**config.mk**
```make
export PLATFORM = sky130hd
export DESIGN_NAME = issue_scoreboard_flat
export DESIGN_NICKNAME = d
export VERILOG_FILES = /design/src/rtl/issue_scoreboard_if.sv /design/src/rtl/issue_scoreboard.sv /design/src/flat_wrapper.sv
export SDC_FILE = /design/constraint.sdc
export NUM_CORES = 1
export LEC_CHECK = 0
export BUFFER_PORTS_ARGS = -buffer_cell sky130_fd_sc_hd__buf_2
export CAP_MARGIN = 20
export CORE_ASPECT_RATIO = 1.4
export CORE_MARGIN = 2
export CORE_UTILIZATION = 52
export DETAILED_ROUTE_END_ITERATION = 7
export PLACE_DENSITY = 0.93
export SLEW_MARGIN = 20
export SYNTH_ARGS = -nofsm -noshare
export SYNTH_HDL_FRONTEND = slang
export SYNTH_SLANG_ARGS = --single-unit
```
**constraint.sdc**
```tcl
create_clock -name clk -period 8.59 [get_ports clk]
set_input_delay 0.859 -clock clk [delete_from_list [all_inputs] [get_ports clk]]
set_output_delay 0.859 -clock clk [all_outputs]
set_load 0.1 [all_outputs]
```
**src/rtl/issue_scoreboard_if.sv**
```systemverilog
// Decode-to-issue and issue-to-execute handshake bundle for the issue scoreboard.
//
// Handshake: a transfer happens on a rising clock edge where valid and ready
// are both 1. The producer drives valid and payload; ready may depend on valid
// combinationally. The scoreboard never withdraws out_valid on its own while
// out_ready=0 except on flush or a new hazard-free decision (flush drops it).
// Payload is stable while valid=1 and ready=0.
interface issue_scoreboard_if;
   logic        in_valid;
   logic        in_ready;
   logic [31:0] in_instr;
   logic [63:0] in_pc;
   logic [4:0]  in_rs1;
   logic [4:0]  in_rs2;
   logic [4:0]  in_rd;
   logic        in_use_rs1;
   logic        in_use_rs2;
   logic        in_reg_write;

   logic        out_valid;
   logic        out_ready;
   logic [31:0] out_instr;
   logic [63:0] out_pc;
   logic [4:0]  out_rd;
   logic        out_reg_write;

   // Environment side: decode producer and execute consumer.
   modport master (
      output in_valid, in_instr, in_pc, in_rs1, in_rs2, in_rd,
             in_use_rs1, in_use_rs2, in_reg_write, out_ready,
      input  in_ready, out_valid, out_instr, out_pc, out_rd, out_reg_write
   );

   // Scoreboard side.
   modport slave (
      input  in_valid, in_instr, in_pc, in_rs1, in_rs2, in_rd,
             in_use_rs1, in_use_rs2, in_reg_write, out_ready,
      output in_ready, out_valid, out_instr, out_pc, out_rd, out_reg_write
   );
endinterface

```
**src/rtl/issue_scoreboard.sv**
```systemverilog
// Single-entry issue stage with a per-register busy scoreboard.
// Holds one decoded instruction and releases it to execute once none of its
// sources or its destination has an outstanding write. Writebacks clear busy
// bits in the same cycle they are checked, so a dependent instruction issues
// in the writeback cycle itself.
module issue_scoreboard #(
   parameter int NREG  = 32,
   parameter int CNT_W = 32
) (
   input  logic                 clk,
   input  logic                 reset,
   issue_scoreboard_if.slave    pipe,
   input  logic                 wb_valid,
   input  logic [4:0]           wb_rd,
   input  logic                 flush,
   output logic [NREG-1:0]      busy_vec,
   output logic [5:0]           outstanding,
   output logic [CNT_W-1:0]     stall_cycles
);

   localparam logic [NREG-1:0] ONE = NREG'(1);

   // Hold register
   logic        hold_valid;
   logic [31:0] hold_instr;
   logic [63:0] hold_pc;
   logic [4:0]  hold_rs1;
   logic [4:0]  hold_rs2;
   logic [4:0]  hold_rd;
   logic        hold_use_rs1;
   logic        hold_use_rs2;
   logic        hold_reg_write;

   logic [NREG-1:0] busy;
   logic [NREG-1:0] clr_mask;
   logic [NREG-1:0] set_mask;
   logic [NREG-1:0] busy_eff;
   logic [NREG-1:0] busy_next;
   logic [5:0]      busy_cnt_next;
   logic            hazard;
   logic            fire_in;
   logic            fire_out;
   logic            stall_inc;

   // Hazard detection against the busy bits after this cycle's writeback.
   always_comb begin
      clr_mask = '0;
      if (wb_valid && (wb_rd != 5'd0))
         clr_mask = ONE << wb_rd;
      busy_eff = busy & ~clr_mask;

      hazard = 1'b0;
      if (hold_valid) begin
         if (hold_use_rs1 && (hold_rs1 != 5'd0) && |(busy_eff & (ONE << hold_rs1)))
            hazard = 1'b1;
         if (hold_use_rs2 && (hold_rs2 != 5'd0) && |(busy_eff & (ONE << hold_rs2)))
            hazard = 1'b1;
         if (hold_reg_write && (hold_rd != 5'd0) && |(busy_eff & (ONE << hold_rd)))
            hazard = 1'b1;
      end

      pipe.out_valid = hold_valid & ~hazard & ~flush;
      fire_out       = pipe.out_valid & pipe.out_ready;
      pipe.in_ready  = ~flush & (~hold_valid | fire_out);
      fire_in        = pipe.in_valid & pipe.in_ready;
      stall_inc      = hazard & ~flush;
   end

   // Next busy vector: an issue marking rd wins over a same-cycle writeback.
   always_comb begin
      set_mask = '0;
      if (fire_out && hold_reg_write && (hold_rd != 5'd0))
         set_mask = ONE << hold_rd;
      busy_next = (busy_eff | set_mask) & ~ONE;

      busy_cnt_next = 6'd0;
      for (int i = 0; i < NREG; i++)
         busy_cnt_next = busy_cnt_next + {5'd0, busy_next[i]};
   end

   // Hold register: load on accept, empty on issue or flush.
   always_ff @(posedge clk or negedge reset) begin
      if (!reset) begin
         hold_valid     <= 1'b0;
         hold_instr     <= '0;
         hold_pc        <= '0;
         hold_rs1       <= '0;
         hold_rs2       <= '0;
         hold_rd        <= '0;
         hold_use_rs1   <= 1'b0;
         hold_use_rs2   <= 1'b0;
         hold_reg_write <= 1'b0;
      end else if (fire_in) begin
         hold_valid     <= 1'b1;
         hold_instr     <= pipe.in_instr;
         hold_pc        <= pipe.in_pc;
         hold_rs1       <= pipe.in_rs1;
         hold_rs2       <= pipe.in_rs2;
         hold_rd        <= pipe.in_rd;
         hold_use_rs1   <= pipe.in_use_rs1;
         hold_use_rs2   <= pipe.in_use_rs2;
         hold_reg_write <= pipe.in_reg_write;
      end else if (fire_out || flush) begin
         hold_valid     <= 1'b0;
      end
   end

   // Busy bits and their popcount move together.
   always_ff @(posedge clk or negedge reset) begin
      if (!reset) begin
         busy        <= '0;
         outstanding <= 6'd0;
      end else begin
         busy        <= busy_next;
         outstanding <= busy_cnt_next;
      end
   end

   // Saturating count of cycles lost to data hazards.
   always_ff @(posedge clk or negedge reset) begin
      if (!reset)
         stall_cycles <= '0;
      else if (stall_inc && (stall_cycles != '1))
         stall_cycles <= stall_cycles + CNT_W'(1);
   end

   assign pipe.out_instr     = hold_instr;
   assign pipe.out_pc        = hold_pc;
   assign pipe.out_rd        = hold_rd;
   assign pipe.out_reg_write = hold_reg_write;
   assign busy_vec           = busy;

endmodule

```
**src/flat_wrapper.sv**
```systemverilog
// flat-port wrapper written by rule: the top's interface ports become plain ports
module issue_scoreboard_flat 
#(
   parameter int NREG  = 32,
   parameter int CNT_W = 32
)
  (clk, reset, wb_valid, wb_rd, flush, busy_vec, outstanding, stall_cycles, pipe_in_valid, pipe_in_instr, pipe_in_pc, pipe_in_rs1, pipe_in_rs2, pipe_in_rd, pipe_in_use_rs1, pipe_in_use_rs2, pipe_in_reg_write, pipe_out_ready, pipe_in_ready, pipe_out_valid, pipe_out_instr, pipe_out_pc, pipe_out_rd, pipe_out_reg_write);
  issue_scoreboard_if pipe_i ();
  input  logic clk;
  input  logic reset;
  input  logic wb_valid;
  input  logic [4:0] wb_rd;
  input  logic flush;
  output logic [NREG-1:0] busy_vec;
  output logic [5:0] outstanding;
  output logic [CNT_W-1:0] stall_cycles;
  input wire logic [$bits(pipe_i.in_valid)-1:0] pipe_in_valid;
  input wire logic [$bits(pipe_i.in_instr)-1:0] pipe_in_instr;
  input wire logic [$bits(pipe_i.in_pc)-1:0] pipe_in_pc;
  input wire logic [$bits(pipe_i.in_rs1)-1:0] pipe_in_rs1;
  input wire logic [$bits(pipe_i.in_rs2)-1:0] pipe_in_rs2;
  input wire logic [$bits(pipe_i.in_rd)-1:0] pipe_in_rd;
  input wire logic [$bits(pipe_i.in_use_rs1)-1:0] pipe_in_use_rs1;
  input wire logic [$bits(pipe_i.in_use_rs2)-1:0] pipe_in_use_rs2;
  input wire logic [$bits(pipe_i.in_reg_write)-1:0] pipe_in_reg_write;
  input wire logic [$bits(pipe_i.out_ready)-1:0] pipe_out_ready;
  output wire logic [$bits(pipe_i.in_ready)-1:0] pipe_in_ready;
  output wire logic [$bits(pipe_i.out_valid)-1:0] pipe_out_valid;
  output wire logic [$bits(pipe_i.out_instr)-1:0] pipe_out_instr;
  output wire logic [$bits(pipe_i.out_pc)-1:0] pipe_out_pc;
  output wire logic [$bits(pipe_i.out_rd)-1:0] pipe_out_rd;
  output wire logic [$bits(pipe_i.out_reg_write)-1:0] pipe_out_reg_write;
  assign pipe_i.in_valid = pipe_in_valid;
  assign pipe_i.in_instr = pipe_in_instr;
  assign pipe_i.in_pc = pipe_in_pc;
  assign pipe_i.in_rs1 = pipe_in_rs1;
  assign pipe_i.in_rs2 = pipe_in_rs2;
  assign pipe_i.in_rd = pipe_in_rd;
  assign pipe_i.in_use_rs1 = pipe_in_use_rs1;
  assign pipe_i.in_use_rs2 = pipe_in_use_rs2;
  assign pipe_i.in_reg_write = pipe_in_reg_write;
  assign pipe_i.out_ready = pipe_out_ready;
  assign pipe_in_ready = pipe_i.in_ready;
  assign pipe_out_valid = pipe_i.out_valid;
  assign pipe_out_instr = pipe_i.out_instr;
  assign pipe_out_pc = pipe_i.out_pc;
  assign pipe_out_rd = pipe_i.out_rd;
  assign pipe_out_reg_write = pipe_i.out_reg_write;
  issue_scoreboard #(.NREG(NREG), .CNT_W(CNT_W)) u_core (.clk(clk), .reset(reset), .pipe(pipe_i), .wb_valid(wb_valid), .wb_rd(wb_rd), .flush(flush), .busy_vec(busy_vec), .outstanding(outstanding), .stall_cycles(stall_cycles));
endmodule
```
==> results of run 1 <==
## layout by cell type, fill, tap and decap left out, types with 23 or more instances in the layout
cell | Yosys | layout
sky130_fd_sc_hd__dfrtp_1 | 184 | 184
sky130_fd_sc_hd__mux2_4 | 60 | 60
sky130_fd_sc_hd__mux2_2 | 55 | 55
sky130_fd_sc_hd__nor4_1 | 30 | 30
sky130_fd_sc_hd__buf_4 | 2 | 55
sky130_fd_sc_hd__inv_1 | 37 | 37
sky130_fd_sc_hd__nand2_1 | 49 | 49
sky130_fd_sc_hd__o21ai_0 | 59 | 59
sky130_fd_sc_hd__o2111ai_1 | 39 | 39
sky130_fd_sc_hd__fa_1 | 23 | 23
sky130_fd_sc_hd__xor2_1 | 26 | 26
sky130_fd_sc_hd__buf_2 | 7 | 296
## worst max-delay path: cells and delay by family
| family | cells | cell delay (ns) |
|---|---|---|
| compound gates | 8 | 2.16 |
| xor+xnor | 1 | 0.13 |
| fa+ha+maj | 7 | 3.07 |
| buf+inv | 8 | 0.97 |
| simple gates | 2 | 1.13 |
## routing by layer
| layer | wire, um | GRT usage | vias to the layer above |
|---|---|---|---|
| met5 | 0 | 0 | - |
| met1 | 11900 | 0.400 | 4282 |
| met3 | 2980 | 0.0870 | 146 |
| met4 | 2070 | 0.196 | 0 |
| met2 | 16800 | 0.567 | 548 |
| li1 | - | - | 3738 |
## cell type report
cell class | count | area [um2]
Antenna cell | 1 | 2.50
Tap cell | 244 | 305
Multi-Input combinational cell | 562 | 4820
Fill cell | 1381 | 6140
Inverter | 37 | 139
Timing Repair Buffer | 352 | 1910
Sequential cell | 184 | 4600
Clock inverter | 14 | 173
Clock buffer | 18 | 439
## state kept, by name (all words and copies together) (netlist names)
name                       count
u_core.pipe.out_rd             5
u_core.hold_valid              1
u_core.hold_rs1                5
u_core.pipe.out_pc            64
u_core.hold_rs2                5
u_core.stall_cycles           32
u_core.hold_use_rs2            1
u_core.pipe.out_instr         32
u_core.busy_vec               31
u_core.pipe.out_reg_write      1
u_core.outstanding             6
u_core.hold_use_rs1            1
## synthesized netlist by cell type, types with 4 or more instances
master	count	area, um2
sky130_fd_sc_hd__ha_1	10	125
sky130_fd_sc_hd__nor2b_1	10	62.6
sky130_fd_sc_hd__nand3b_1	5	37.5
sky130_fd_sc_hd__or3_1	7	43.8
sky130_fd_sc_hd__buf_6	7	78.8
sky130_fd_sc_hd__and2_1	4	25.0
sky130_fd_sc_hd__nor4_1	30	188
sky130_fd_sc_hd__o31ai_1	5	37.5
sky130_fd_sc_hd__dfrtp_1	184	4600
sky130_fd_sc_hd__and3_1	4	25.0
sky130_fd_sc_hd__nor3_1	16	80.1
sky130_fd_sc_hd__mux2_2	55	619
sky130_fd_sc_hd__clkbuf_1	32	120
sky130_fd_sc_hd__nand3_1	22	110
sky130_fd_sc_hd__xnor2_1	8	70.1
sky130_fd_sc_hd__buf_1	4	15.0
sky130_fd_sc_hd__a21oi_1	6	30.0
sky130_fd_sc_hd__buf_2	7	35.0
sky130_fd_sc_hd__nor3b_1	7	52.6
sky130_fd_sc_hd__and4_1	5	43.8
sky130_fd_sc_hd__o21ai_0	59	295
sky130_fd_sc_hd__nand4_1	11	68.8
sky130_fd_sc_hd__and3b_1	4	35.0
sky130_fd_sc_hd__o2111ai_1	39	342
sky130_fd_sc_hd__mux2_4	60	901
sky130_fd_sc_hd__nand2b_1	7	43.8
sky130_fd_sc_hd__o22ai_1	7	43.8
sky130_fd_sc_hd__inv_1	37	139
sky130_fd_sc_hd__o211ai_1	13	97.6
sky130_fd_sc_hd__o21a_1	9	67.6
sky130_fd_sc_hd__nor2_1	12	45.0
sky130_fd_sc_hd__nand2_1	49	184
sky130_fd_sc_hd__fa_1	23	460
sky130_fd_sc_hd__xor2_1	26	228
## logic make-up after synthesis
| group | synth area share |
|---|---|
| xor gates and xnor gates | 0.0304 |
| and+or+nand+nor | 0.121 |
| DFF | 0.469 |
| buffers and inverters | 0.0411 |
| other | 0.000382 |
| adders and majority gates | 0.0597 |
| AOI/OAI and AO/OA | 0.121 |
| muxes | 0.157 |
## power by group
part / switching [mW] / leakage, nW / total (mW) / internal (mW)
clock: 0.393 / 0.297 / 0.795 / 0.403
sequential: 0.199 / 2.27 / 1.26 / 1.06
combinational: 1.84 / 3.51 / 2.35 / 0.514
total: 2.43 / 6.08 / 4.41 / 1.97
## path summary, 6_finish.rpt
path / start / end / slack, ns / depth (start not counted)
worst max register to register: u_core.pipe.out_rd[0]$_DFFE_PN0P_ / u_core.outstanding[4]$_DFF_PN0_ / 1.19 / 24
max in group asynchronous: reset / u_core.stall_cycles[20]$_DFFE_PN0P_ / 6.50 / 2
min in group asynchronous: reset / u_core.pipe.out_pc[58]$_DFFE_PN0P_ / 0.52 / 1
worst max-delay path: wb_rd[2] / u_core.outstanding[4]$_DFF_PN0_ / 0.60 / 26
worst min register to register: u_core.stall_cycles[31]$_DFFE_PN0P_ / u_core.stall_cycles[31]$_DFFE_PN0P_ / 0.50 / 1
worst min-delay path: u_core.stall_cycles[31]$_DFFE_PN0P_ / u_core.stall_cycles[31]$_DFFE_PN0P_ / 0.50 / 1
## stage by stage
stage,hold WS (ns),power [mW],setup WS [ns],cells,util
after floorplan,0.473,3.08,0.906,835,-
after global placement,0.471,3.55,0.493,1379,0.635
after detailed placement,0.479,3.60,0.256,1379,0.635
after CTS,0.500,4.40,0.707,1411,0.669
after global routing,0.521,4.55,0.275,1412,0.669
final,0.504,4.41,0.599,1412,0.669
==> summary.md, run 1 <==
| Metric | Value |
|---|---|
| Clk_lat worst skew | `0.45 ns` |
| Number of enable-type register cells in the synthesized netlist | `0` |
| Number of buffers on the longest clock path | `2` |
| Leakage power | `6.08 nW` |
| Ratio of cells with drive above 1 in the final layout | `0.434` |
| Total I/O pin count | `299` |
| Placement-stage cell area | `0.0118 mm2` |
| Final hold violations | `0` |
| Ys async rst share | `1.00` |
| Slowest-stage cell, CP | `sky130_fd_sc_hd__or4b_1` |
| Count of buffers inserted at the top-level ports | `297` |
| Type of element capturing the critical path | `flip-flop` |
| Number of antenna violations at the first check in global routing | `1` |
| Critical path peak fanout | `36` |
| Gate Count Post-Synth | `835` |
| Avg Cell Area, Syn | `11.7 um2` |
| Register clock-pin slew on the reported worst setup and hold paths | `0.08 ns` |
| CTS Buf Count | `17` |
| Area of the die | `0.0200 mm2` |
| Most used flip-flop cell after synthesis | `sky130_fd_sc_hd__dfrtp_1` |
| Final TNS setup | `0 ns` |
| Wire length per cell | `23.9 um` |
| Tmin final | `about 8.0 ns` |
| Unrepaired setup endpoints after global routing | `false` |
| Width of the die | `120 um` |
| Start-to-end type of the worst setup path | `input pin to flip-flop` |
| Post-CTS Setup Repair Bufs | `0` |
| Normalized max-slew margin | `0.368` |
| Pin count of the biggest net entering global routing | `111` |
| Maximum vdd ir drop | `382 uV` |
| Worst Tran Pin Value | `0.948 ns` |
| WP data arrival | `about 8.3 ns` |
| Final clock skew | `0.0142 ns` |
| Syn-to-layout area delta | `26.3%` |
| Distinct cell type count after synthesis | `63` |
| Initial core utilization | `0.529` |
| Fin crit share | `0.930` |
| Pins Over Slew Limit | `0` |
| Total clock sinks | `184` |
| Deepest level of the CTS H-tree | `4` |
| Final antenna-violating net count | `0` |
| Max Cap Viol | `0` |
| Outcome | `finished clean` |
| Number of nets in the synthesized netlist | `a little under 1000` |
| Weighted congestion at the end of routability-driven global placement | `between 1 and 1.5` |
| Critical Path Source Type | `input pin` |
| TritonCTS clock tree | `built` |
| Sequential element share of the synthesized area | `0.469` |
| Global-route wire length before repair | `52.0 mm` |
| Hold crit path type | `flip-flop to flip-flop` |
| Setup-failing EPs final | `0` |
| Via count of the first global-routing pass | `8983` |
| Post-DP HPWL | `25.7 mm` |
| WP data required | `8.92 ns` |
| Number of search-and-repair iterations in the first detailed-routing pass | `5` |
| Number of vias after detailed routing | `between 8000 and 9000` |
| Overall overflow remaining after global route | `0` |
| Max Fclk | `125 MHz` |
| Die H | `167 um` |
| Warning count from the yosys run | `0` |
| Total global-route track usage | `0.342` |
| #FFs+latches synth | `184` |
| Post-route DRC | `0` |
| Maximum cell stage delay along the critical path | `about 0.75 ns` |
| # resized after CTS | `0` |
| Starting DRC count in detailed routing | `787` |
| Via density per instance | `6.17` |
| Final wirelength | `33.8 mm` |
| Final cell area excluding filler cells | `0.0124 mm2` |
| Library cell used as clock root buffer | `sky130_fd_sc_hd__clkbuf_16` |
| Quantity of hold-fixing buffers added after cts | `0` |
| Final net count | `1312` |
| Crit path top cell by count | `sky130_fd_sc_hd__fa_1` |
| Core ar. | `0.0185 mm2` |
| Number of core rows | `59` |
| Mapped cell area | `0.00981 mm2` |
| Total power density per cell area | `356 mW/mm2` |
(Power assumes the default switching activity.)
==> inputs of run 2 (changes only) <==
--- a/config.mk
+++ b/config.mk
@@ -12,6 +12,7 @@
 export CORE_UTILIZATION = 52
 export DETAILED_ROUTE_END_ITERATION = 7
 export PLACE_DENSITY = 0.93
+export REMOVE_ABC_BUFFERS = 1
 export SLEW_MARGIN = 20
 export SYNTH_ARGS = -nofsm -noshare
 export SYNTH_HDL_FRONTEND = slang
==> run 2 against run 1 <==
First-iteration DRC count rose by 6.4%. Final cell count unchanged. Clock skew grew 0.0060 ns. Power down 0.19%. Largest cell class unchanged. Wire length is 1.9% lower. Worst setup slack improved by 0.16 ns. Fmax rose by 2.0%. Sequential cell count did not move. Critical path depth down 1. Largest power group unchanged. Final area about the same. Combinational power is essentially flat. Count of clock-buffer cells in the layout is 1 lower.
==> summary.md, run 2 (same netlist as run 1, synthesis figures left out) <==
| Metric | Value |
|---|---|
| Critical Path Source Type | `input pin` |
| Fill cell count | `1376` |
| Total global-route track usage | `0.333` |
| Final hold violations | `0` |
| TritonCTS clock tree | `built` |
| Tightest hold margin | `~0.35 ns` |
| Overall overflow remaining after global route | `0` |
| Type of element capturing the critical path | `flip-flop` |
| Number of vias after detailed routing | `8656` |
| Leakage power | `~6.1 nW` |
| Final net count | `1311` |
| Clk_lat worst skew | `0.45 ns` |
| Start-to-end type of the worst setup path | `input pin to flip-flop` |
| Register share of total power | `0.283` |
| Max Cap Viol | `0` |
| Flip-flop count of the largest register after layout | `64` |
| Library cell used as clock root buffer | `sky130_fd_sc_hd__clkbuf_16` |
| Setup-failing EPs final | `0` |
| Width of the die | `about 120 um` |
| Initial core utilization | `0.529` |
| Sw Share | `0.552` |
| Final clock skew | `0.0202 ns` |
| Ratio of cells with drive above 1 in the final layout | `0.433` |
| Total I/O pin count | `299` |
| Maximum vdd ir drop | `318 uV` |
| Final TNS setup | `0 ns` |
| # resized after CTS | `0` |
| Via density per instance | `between 6 and 7` |
| Tmin final | `7.84 ns` |
| Fraction of the core area covered by cells at the end of the flow | `0.669` |
| WP data arrival | `8.17 ns` |
| Number of antenna violations at the first check in global routing | `1` |
| Via count of the first global-routing pass | `~8800` |
| Worst Tran Pin Value | `0.974 ns` |
| Post-CTS Setup Repair Bufs | `0` |
| Crit path top cell by count | `sky130_fd_sc_hd__fa_1` |
| Core ar. | `approximately 0.019 mm2` |
| CTS Buf Count | `17` |
| Number of buffers on the longest clock path | `2` |
| Total clock sinks | `about 180` |
| Pin count of the biggest net entering global routing | `94` |
| Unrepaired setup endpoints after global routing | `false` |
| Register clock-pin slew on the reported worst setup and hold paths | `~0.070 ns` |
| Normalized max-slew margin | `0.351` |
| Final antenna-violating net count | `0` |
| Global-route wire length before repair | `a little over 50 mm` |
| Most frequent cells in the layout | `sky130_fd_sc_hd__buf_2, sky130_fd_sc_hd__dfrtp_1, sky130_fd_sc_hd__mux2_4, sky130_fd_sc_hd__o21ai_0, sky130_fd_sc_hd__mux2_2` |
| Weighted congestion at the end of routability-driven global placement | `between 1 and 1.5` |
| Number of core rows | `59` |
| WP data required | `8.93 ns` |
| Slowest-stage cell, CP | `sky130_fd_sc_hd__or4b_1` |
| Max Fclk | `approximately 130 MHz` |
| Part of the power in the clock network | `0.183` |
| Count of buffers inserted at the top-level ports | `297` |
| Leading cell type in the layout, fill and taps excluded | `sky130_fd_sc_hd__buf_2` |
| Wire length per cell | `23.5 um` |
| Count of non-filler cells in the finished layout | `1412` |
| Deepest level of the CTS H-tree | `4` |
| Hold crit path type | `input pin to async pin` |
| Pins Over Slew Limit | `0` |
| Starting DRC count in detailed routing | `837` |
| Post-route DRC | `0` |
| Fin crit share | `0.912` |
| Number of search-and-repair iterations in the first detailed-routing pass | `7` |
| Final wirelength | `33.2 mm` |
| Total power density per cell area | `355 mW/mm2` |
| Quantity of hold-fixing buffers added after cts | `0` |
| Syn-to-layout area delta | `26.4%` |
| Die H | `roughly 170 um` |
| Area of the die | `between 0.015 and 0.02 mm2` |
| Critical path peak fanout | `9` |
| Outcome | `finished clean` |
| Cell-internal power | `1.97 mW` |
| Net switching component of the power | `about 2.4 mW` |
| Post-DP HPWL | `25.0 mm` |
| Maximum cell stage delay along the critical path | `0.70 ns` |
| Inst Count DP | `1378` |
| Comb pwr share | `0.534` |
-- run 2: cell count changes in the layout (fill, tap and decap cells not counted), moves of 2 or more --
cell	delta
sky130_fd_sc_hd__clkinv_4	-2
sky130_fd_sc_hd__buf_4	-2
sky130_fd_sc_hd__inv_8	+2
sky130_fd_sc_hd__clkinv_8	+2
sky130_fd_sc_hd__inv_6	-2
sky130_fd_sc_hd__clkbuf_8	-2
-- run 2: power groups by stage --
| stage | clock [mW] | combinational (mW) | sequential [mW] |
|---|---|---|---|
| floorplan | 0 | 0.622 | 2.48 |
| global placement | 0 | 2.31 | 1.24 |
| detailed placement | 0 | 2.34 | 1.25 |
| CTS | 0.816 | 2.34 | 1.24 |
| global route | 0.855 | 2.43 | 1.27 |
| finish | 0.806 | 2.35 | 1.24 |
-- run 2: area by class of cell --
type,count,area [um2],area share
Multi-Input combinational cell,562,4810,0.388
Sequential cell,184,4600,0.371
Timing Repair Buffer,351,1910,0.154
Clock buffer,17,425,0.0343
Tap cell,244,305,0.0246
Clock inverter,15,198,0.0159
Inverter,37,139,0.0112
Antenna cell,2,5.00,0.000404
-- run 2: stage by stage --
step                      power [mW]  worst slack, ns  cell area [um2]
after floorplan                 3.10            -2.35             9540
after global placement          3.54            0.527            11800
after detailed placement        3.59            0.450            11800
after CTS                       4.40            0.907            12400
after global routing            4.56            0.443            12400
final                           4.40            0.754            12400
-- run 2: routing by layer --
metal,up-vias,global-route usage,routed length (um)
li1,3723,-,-
met1,4221,0.405,12000
met2,572,0.545,16300
met3,140,0.0678,2760
met4,0,0.194,2080
met5,-,0,0
-- run 2: path summary, 6_finish.rpt --
path                                                     start                                   to  slack (ns)  depth (start not counted)
max                                                   wb_rd[2]      u_core.outstanding[4]$_DFF_PN0_        0.75                         25
min                                                      reset      u_core.outstanding[5]$_DFF_PN0_        0.35                          1
max reg2reg                  u_core.pipe.out_rd[0]$_DFFE_PN0P_      u_core.outstanding[4]$_DFF_PN0_        0.97                         27
min reg2reg                u_core.stall_cycles[26]$_DFFE_PN0P_  u_core.stall_cycles[26]$_DFFE_PN0P_        0.49                          1
max in group asynchronous                                reset   u_core.pipe.out_pc[41]$_DFFE_PN0P_        6.17                          3
min in group clk           u_core.stall_cycles[26]$_DFFE_PN0P_  u_core.stall_cycles[26]$_DFFE_PN0P_        0.49                          1
-- run 2: critical path, delay by kind of cell --
kind                     cells  cell delay, ns
AO/OA/AOI/OAI                7            1.56
XOR/XNOR                     1            0.12
adder cells (fa/ha/maj)      8            3.66
buffers and inverters        6            0.64
AND/OR/NAND/NOR              3            1.32
==> inputs of run 3 (changes only) <==
--- a/config.mk
+++ b/config.mk
@@ -11,7 +11,7 @@
 export CORE_MARGIN = 2
 export CORE_UTILIZATION = 52
 export DETAILED_ROUTE_END_ITERATION = 7
-export PLACE_DENSITY = 0.93
+export PLACE_DENSITY = 0.81
 export REMOVE_ABC_BUFFERS = 1
 export SLEW_MARGIN = 20
 export SYNTH_ARGS = -nofsm -noshare
==> run 3 against run 2 <==
Non-clock buffer count is 4 higher. Die area unchanged. Global-route usage decreased by 0.27 points. Critical path depth unchanged. Clock skew shrank 0.0051 ns. Combinational power barely moved. Wire length down 0.25%. Utilization up 0.054 points. Sequential power about the same. Highest routed layer unchanged.
==> summary.md, run 3 (same netlist as run 1, synthesis figures left out) <==
| Metric | Value |
|---|---|
| Number of buffers on the longest clock path | `2` |
| Maximum vdd ir drop | `309 uV` |
| Die H | `167 um` |
| Ratio of cells with drive above 1 in the final layout | `0.435` |
| Total I/O pin count | `~300` |
| Wire length per cell | `23.4 um` |
| Fin crit share | `0.924` |
| N_diodes | `0` |
| Library cell used as clock root buffer | `sky130_fd_sc_hd__clkbuf_16` |
| Initial core utilization | `0.529` |
| Hold crit path type | `flip-flop to flip-flop` |
| Number of core rows | `approximately 60` |
| Tightest hold margin | `a little under 0.5 ns` |
| Final clock skew | `0.0151 ns` |
| WP data arrival | `8.27 ns` |
| Weighted congestion at the end of routability-driven global placement | `0.982` |
| Final net count | `1315` |
| Final TNS setup | `0 ns` |
| Most frequent cells in the layout | `sky130_fd_sc_hd__buf_2, sky130_fd_sc_hd__dfrtp_1, sky130_fd_sc_hd__mux2_4, sky130_fd_sc_hd__o21ai_0, sky130_fd_sc_hd__buf_4` |
| Deepest level of the CTS H-tree | `4` |
| Leakage power | `a little over 6 nW` |
| Syn-to-layout area delta | `26.5%` |
| Number of search-and-repair iterations in the first detailed-routing pass | `7` |
| Count of buffers inserted at the top-level ports | `297` |
| Pins Over Slew Limit | `0` |
| Leading cell type in the layout, fill and taps excluded | `sky130_fd_sc_hd__buf_2` |
| Post-route DRC | `0` |
| Via density per instance | `between 6 and 7` |
| Unrepaired setup endpoints after global routing | `false` |
| Critical Path Source Type | `input pin` |
| Setup-failing EPs final | `0` |
| Final antenna-violating net count | `0` |
| Clk_lat worst skew | `0.44 ns` |
| Normalized max-slew margin | `0.327` |
| Total global-route track usage | `0.330` |
| Worst Tran Pin Value | `1.00 ns` |
| Overall overflow remaining after global route | `0` |
| Via count of the first global-routing pass | `9001` |
| Max Cap Viol | `0` |
| Outcome | `finished clean` |
| Tmin final | `about 7.9 ns` |
| Number of antenna violations at the first check in global routing | `0` |
| CTS Buf Count | `17` |
| Final hold violations | `0` |
| Flip-flop count of the largest register after layout | `64` |
| TritonCTS clock tree | `built` |
| WP data required | `between 8 and 9 ns` |
| Register clock-pin slew on the reported worst setup and hold paths | `0.08 ns` |
| Start-to-end type of the worst setup path | `input pin to flip-flop` |
| Fill cell count | `1425` |
| Critical path peak fanout | `8` |
| Total clock sinks | `approximately 180` |
| # resized after CTS | `0` |
| Number of vias after detailed routing | `between 8000 and 9000` |
| Area of the die | `0.0200 mm2` |
| Pin count of the biggest net entering global routing | `109` |
| Fraction of the core area covered by cells at the end of the flow | `0.670` |
| Post-DP HPWL | `24.9 mm` |
| Post-CTS Setup Repair Bufs | `0` |
| Final wirelength | `~33 mm` |
| Max Fclk | `around 130 MHz` |
| Core ar. | `between 0.015 and 0.02 mm2` |
| Starting DRC count in detailed routing | `804` |
| Quantity of hold-fixing buffers added after cts | `0` |
| Width of the die | `120 um` |
| Global-route wire length before repair | `50.7 mm` |
| Total power density per cell area | `approximately 360 mW/mm2` |
| Type of element capturing the critical path | `flip-flop` |
==> run 3: cell types whose count changed in the layout (fill, tap and decap cells not counted), sizes merged <==
cell    before  now
buf        351  354
diode        2    0
clkbuf      17   18
==> run 3: through the flow <==
stage                     std cells  instance area (um2)  worst slack [ns]  power [mW]
after floorplan                 783                 9540             -2.35        3.10
after global routing           1414                12400             0.329        4.55
after CTS                      1414                12400             0.766        4.41
after global placement         1382                11800             0.547        3.55
after detailed placement       1382                11800             0.311        3.59
final                          1414                12400             0.652        4.41
==> run 3: area by class of cell <==
type | count | area, um2 | share of cell area
clock buffer | 17 | 425 | 0.0343
clock inverter | 15 | 193 | 0.0155
multi-input combinational | 562 | 4810 | 0.388
tap | 244 | 305 | 0.0246
timing repair buffer | 355 | 1930 | 0.156
inverter | 37 | 139 | 0.0112
sequential | 184 | 4600 | 0.371
==> run 3: where the power goes <==
group	leakage, nW	switching, mW	internal [mW]
logic	3.53	1.83	0.515
registers	2.27	0.188	1.06
clock network	0.301	0.414	0.401
==> run 3: worst paths after layout <==
path | start | endpoint | slack [ns] | depth (start not counted)
max | wb_rd[2] | u_core.outstanding[4]$_DFF_PN0_ | 0.65 | 25
min | u_core.stall_cycles[26]$_DFFE_PN0P_ | u_core.stall_cycles[26]$_DFFE_PN0P_ | 0.49 | 1
max reg2reg | u_core.pipe.out_rd[2]$_DFFE_PN0P_ | u_core.outstanding[4]$_DFF_PN0_ | 1.09 | 27
min reg2reg | u_core.stall_cycles[26]$_DFFE_PN0P_ | u_core.stall_cycles[26]$_DFFE_PN0P_ | 0.49 | 1
max in group asynchronous | reset | u_core.pipe.out_instr[30]$_DFFE_PN0P_ | 6.53 | 2
min in group asynchronous | reset | u_core.stall_cycles[15]$_DFFE_PN0P_ | 0.52 | 1
==> run 3: worst max-delay path, cell delays in order <==
cell,delay [ns]
sky130_fd_sc_hd__buf_2,0.13
sky130_fd_sc_hd__or4b_1,0.69
sky130_fd_sc_hd__o21ai_0,0.51
sky130_fd_sc_hd__o221ai_1,0.24
sky130_fd_sc_hd__a2111oi_2,0.36
sky130_fd_sc_hd__a211oi_1,0.21
sky130_fd_sc_hd__a211oi_4,0.35
sky130_fd_sc_hd__nand3_1,0.14
sky130_fd_sc_hd__o21ai_0,0.28
sky130_fd_sc_hd__ha_1,0.29
sky130_fd_sc_hd__fa_1,0.48
sky130_fd_sc_hd__fa_1,0.56
sky130_fd_sc_hd__fa_1,0.54
sky130_fd_sc_hd__fa_1,0.52
sky130_fd_sc_hd__fa_1,0.54
sky130_fd_sc_hd__inv_1,0.05
sky130_fd_sc_hd__fa_1,0.44
sky130_fd_sc_hd__inv_1,0.06
sky130_fd_sc_hd__ha_1,0.16
sky130_fd_sc_hd__inv_1,0.06
sky130_fd_sc_hd__fa_1,0.38
sky130_fd_sc_hd__inv_1,0.07
sky130_fd_sc_hd__a21o_1,0.10
sky130_fd_sc_hd__a21oi_1,0.07
sky130_fd_sc_hd__xnor2_1,0.13
==> run 3: metal layers <==
layer,vias up,share of wire,GRT usage
met5,-,0,0
met4,0,0.057,0.173
met3,150,0.075,0.0788
met2,494,0.50,0.557
met1,4250,0.36,0.388
li1,3736,-,-
